`config.mk`:
```
export PLATFORM = sky130hd
export DESIGN_NAME = uart_rx_deserializer
export DESIGN_NICKNAME = d
export VERILOG_FILES = /design/src/rtl/uart_rx_deserializer.sv
export SDC_FILE = /design/constraint.sdc
export NUM_CORES = 1
export LEC_CHECK = 0
export BUFFER_PORTS_ARGS = -buffer_cell sky130_fd_sc_hd__buf_2
export CORE_MARGIN = 2
export CORE_UTILIZATION = 30
export CTS_BUF_LIST = sky130_fd_sc_hd__clkbuf_8
export DETAILED_ROUTE_END_ITERATION = 16
export PLACE_DENSITY = 0.5
export SYNTH_ARGS = -nofsm -noshare
export SYNTH_HDL_FRONTEND = slang
export SYNTH_SLANG_ARGS = --single-unit
```
`constraint.sdc`:
```
create_clock -name CLK -period 3 [get_ports CLK]
set_input_delay 0.15 -clock CLK [delete_from_list [all_inputs] [get_ports CLK]]
set_output_delay 0.15 -clock CLK [all_outputs]
set_load 0.02 [all_outputs]
```
`src/rtl/uart_rx_deserializer.sv`:
```
// Receive-side 8N1 UART front end: synchronises the raw RX pin, recovers
// each byte by mid-bit sampling and hands it to the core over a valid/ready
// holding register, with one-cycle framing-error and overrun pulses.
module uart_rx_deserializer #(
  parameter int CLKS_PER_BIT = 138
) (
  input  logic       CLK,
  input  logic       RST_N,
  input  logic       uart_line_in,
  output logic [7:0] data_out,
  output logic       data_valid,
  input  logic       data_ready,
  output logic       framing_error,
  output logic       overrun
);

  localparam int HALF  = (CLKS_PER_BIT - 1) / 2;
  localparam int CNT_W = $clog2(CLKS_PER_BIT);

  localparam logic [CNT_W-1:0] HALF_CNT = CNT_W'(HALF);
  localparam logic [CNT_W-1:0] LAST_CNT = CNT_W'(CLKS_PER_BIT - 1);

  typedef enum logic [2:0] {
    IDLE,
    START,
    DATA,
    STOP,
    WAIT_IDLE
  } state_t;

  state_t           state;
  logic             sync1;
  logic             sync2;
  logic [CNT_W-1:0] bit_cnt;
  logic [7:0]       shift_reg;
  logic [2:0]       bit_idx;

  // Two-flop synchroniser; resets to the idle (high) line level.
  always_ff @(posedge CLK or negedge RST_N) begin
    if (!RST_N) begin
      sync1 <= 1'b1;
      sync2 <= 1'b1;
    end else begin
      // NOTE: non-blocking assignments make sync2 take the old sync1, which
      // is what gives a genuine two-stage chain; blocking would collapse it.
      sync1 <= uart_line_in;
      sync2 <= sync1;
    end
  end

  // Frame FSM, bit timer, shift register and the valid/ready holding register.
  always_ff @(posedge CLK or negedge RST_N) begin
    if (!RST_N) begin
      state         <= IDLE;
      bit_cnt       <= '0;
      shift_reg     <= 8'h00;
      bit_idx       <= 3'd0;
      data_out      <= 8'h00;
      data_valid    <= 1'b0;
      framing_error <= 1'b0;
      overrun       <= 1'b0;
    end else begin
      framing_error <= 1'b0;
      overrun       <= 1'b0;
      bit_cnt       <= bit_cnt + 1'b1;

      // NOTE: this consume is a default; a byte loaded in STOP below assigns
      // data_valid later in the block, and the last non-blocking write wins.
      if (data_valid && data_ready) begin
        data_valid <= 1'b0;
      end

      case (state)
        IDLE: begin
          if (!sync2) begin
            state   <= START;
            bit_cnt <= '0;
          end
        end

        START: begin
          if (bit_cnt == HALF_CNT) begin
            bit_cnt <= '0;
            if (!sync2) begin
              state   <= DATA;
              bit_idx <= 3'd0;
            end else begin
              // Line went back high before mid start bit: a glitch.
              state <= IDLE;
            end
          end
        end

        DATA: begin
          if (bit_cnt == LAST_CNT) begin
            bit_cnt            <= '0;
            shift_reg[bit_idx] <= sync2;
            bit_idx            <= bit_idx + 1'b1;
            if (bit_idx == 3'd7) begin
              state <= STOP;
            end
          end
        end

        STOP: begin
          if (bit_cnt == LAST_CNT) begin
            bit_cnt <= '0;
            if (sync2) begin
              // Back to IDLE mid stop bit so a following start edge is seen.
              state <= IDLE;
              if (!data_valid || data_ready) begin
                data_out   <= shift_reg;
                data_valid <= 1'b1;
              end else begin
                overrun <= 1'b1;
              end
            end else begin
              framing_error <= 1'b1;
              state         <= WAIT_IDLE;
            end
          end
        end

        WAIT_IDLE: begin
          // Break or stuck-low line: wait silently for the line to recover.
          if (sync2) begin
            state   <= IDLE;
            bit_cnt <= '0;
          end
        end

        default: begin
          state   <= IDLE;
          bit_cnt <= '0;
        end
      endcase
    end
  end

endmodule

```
==> results.py <==
metrics = {
    "run_status": {
        "status": "finished, final reports clean",
    },
    "critical_path": {
        "r2r_end": "shift_reg[2]",
        "reg2reg_depth": 4,
        "regToRegStartpoint": "bit_cnt[2]",
        "r2r_slack_ps": 710,
        "critPathMaxFanout": 12,
        "path_depth": 4,
        "cpLargestDelayFamily": "simple AND/OR/NAND/NOR gates",
        "cp_num_buf_inv": 0,
        "cp-startpoint": "bit_cnt[2]",
        "required_ps": 3180,
        "worstPathCellList": "or4b_4, nor4_4, and4bb_2, mux2_2",
        "crit_end": "shift_reg[2]",
        "cp-end-kind": "flip-flop",
        "start_kind": "flip-flop",
        "max_stage_delay_ps": 600,
        "path_class": "flip-flop to flip-flop",
        "cp.arrival_ps": 2470,
        "crit_path_top_delay_cell": "or4b_4",
    },
    "clock_network": {
        "htreeDepth": 2,
        "cts.sinks": 35,
        "root_buffer": "clkbuf_8",
        "cts_setup_buffers": 0,
        "cts.clk_slew.worst_paths_ps": 80,
        "cts_buffers": 5,
        "cts_buffer_depth": 2,
        "insertion_delay_ps": 290,
        "cts_tree": "yes",
    },
    "layout": {
        "area_delta_synth_final_pct": 15.9,
        "multi_input_area_um2": 752,
        "drive_above_1_share_pct": 32.7,
        "fill_cells": 545,
        "finish.utilization_pct": 35.6,
        "fin_area_mm2": 0.00193,
        "final-seq-area_um2": 878,
        "antenna_cells": 0,
        "final_nets": 164,
    },
    "synthesis": {
        "synth_seq_cells": 35,
        "synthSimpleGateAreaFrac_pct": 20.2,
        "ys_seq_area_share_pct": 52.6,
        "synth_nets": 146,
        "yosysTopAreaCellShare_pct": 49.5,
        "synth_compound_area_share_pct": 5.92,
        "syn_avg_cell_area_um2": 12.2,
        "async_reset_ff_share_pct": 100,
        "synth_top_area_cell": "dfrtp_1",
        "synthMuxAreaShare_pct": 11.5,
        "ys_types": 38,
        "synth_edf_count": 0,
        "synth_top_cells_by_count": "dfrtp_1, mux2_2, nor2_1, nand3_1",
        "synthCells": 137,
        "synth-main-ff-cell": "dfrtp_1",
        "post-synth-top-count-cell": "dfrtp_1",
        "synth_warnings": 0,
        "synth.area.top_cells": "dfrtp_1, mux2_2, ha_1",
        "synth_top_family_by_area": "simple AND/OR/NAND/NOR gates",
        "synthAdderAreaFrac_pct": 3.75,
        "synth_xor_area_share_pct": 3.67,
        "synth_area_mm2": 0.00167,
    },
    "placement": {
        "globalplace.congestion": 0.806,
        "placed_area_mm2": 0.00180,
        "dpl.hpwl_um": 2080,
        "port_buffers": 14,
    },
    "timing": {
        "finClkSkew_ps": 7.21,
        "final-setup-viol-count": 0,
        "fin_setup_tns_ps": 0,
        "fmax_mhz": 436,
        "max-slew-margin-rel_pct": 49.0,
        "fin_crit_sh_pct": 76.5,
        "hold_violations": 0,
        "min_period_ps": 2290,
        "grt_setup_unrepaired": "false",
        "worstMarginPinSlew_ps": 765,
        "finalMaxSlewViolations": 0,
    },
    "pwr": {
        "pwr_density_cell_mw_per_mm2": 474,
        "worst_ir_drop_vdd_v": 0.000204,
        "leakage_nw": 0.908,
    },
    "routing": {
        "wl_per_cell_um": 13.0,
        "vias_per_cell": 4.78,
        "num_vias": 1089,
        "ant_nets": 0,
        "drc": 0,
        "first_iter_violations": 34,
        "dr.pass1.iters": 4,
        "drt_wl_total_um": 2960,
    },
    "floorplanning": {
        "fp.dieArea_mm2": 0.00618,
        "io_pins": 15,
        "placeableCoreArea_mm2": 0.00544,
        "die_h_um": 78.6,
        "placement_rows": 27,
        "die_w_um": 78.6,
        "start_util_pct": 30.7,
    },
    "global_routing": {
        "grt_pass1_wl_um": 5200,
        "grt_pass1_vias": 1083,
        "grt_overflow": 0,
        "grt_util_all_layers_pct": 10.9,
        "antenna_found_initial": 0,
        "grt_max_degree": 36,
    },
    "worst_hold_path": {
        "hold_path_class": "primary input to flip-flop",
    },
    "run": {
        "cap_violations": 0,
    },
}
-- timing repair --
item	CTS	global route
gates resized for setup	0	0
hold buffers	2	0
endpoints found under the setup margin	0	0
hold endpoints to repair	34	0
-- final cells by class --
cell class	count	share of cell area, %
flip-flops and latches	35	45.4
multi-input cells	94	38.9
repair buffers	16	4.66
well taps	72	4.66
clock buffers	5	3.56
clock inverters	3	2.26
inverters	3	0.582
-- where the power goes --
part	leakage (nW)	switching [mW]	internal, mW
registers	0.467	0.00286	0.474
clock network	0.0581	0.176	0.247
logic	0.382	0.0109	0.00435
total	0.908	0.190	0.726
-- stage by stage --
stage | worst slack (ps) | hold WS (ps) | instances | total power, mW
after floorplan | 1070 | -146 | 137 | 0.488
after global placement | 744 | 257 | 218 | 0.500
after detailed placement | 685 | 256 | 218 | 0.501
after CTS | 665 | 187 | 228 | 0.929
after global routing | 586 | 195 | 228 | 0.957
final | 706 | 190 | 228 | 0.916
-- cell usage in the layout (no fill, tap or decap), drive strengths merged, types with 2 or more instances in the layout --
cell type,count
buf,14
nand2,6
nor2,13
dfstp,2
and3,3
dlygate4sd3,2
inv,3
a22o,2
or2,2
o21ai,3
nand2b,2
ha,5
nand3b,2
nor3,3
nor2b,2
and4bb,2
a21oi,2
mux2,17
clkinv,2
clkbuf,5
nand4b,3
dfrtp,33
xor2,6
nand3,7
nand4,2
-- tightest hold or removal path: stages --
cell and delay, ps:
buf_2 70, nand2b_1 150, nor3_1 70
-- metal layers --
metal | GRT usage (%) | routed length [um] | vias up
li1 | - | - | 526
met1 | 13.4 | 1390 | 538
met2 | 17.5 | 1400 | 21
met3 | 3.68 | 119 | 4
met4 | 4.56 | 46 | 0
met5 | 0 | 0 | -
-- worst min path at each step --
stage | from | endpoint | depth (start not counted)
5_1_grt | data_ready | overrun | 3
6_report | data_ready | overrun | 3
3_5_place_dp | uart_line_in | sync1 | 1
4_1_cts | data_ready | overrun | 3
2_1_floorplan | RST_N | bit_cnt[0] | 0
3_3_place_gp | uart_line_in | sync1 | 1
-- logic make-up after synthesis --
group	Yosys count
AND/OR/NAND/NOR	53
flip-flops	35
AO/OA/AOI/OAI	12
multiplexers	17
buffers and inverters	8
XOR/XNOR	7
adder cells (fa/ha/maj)	5
Power figures use the tool's default switching activity.
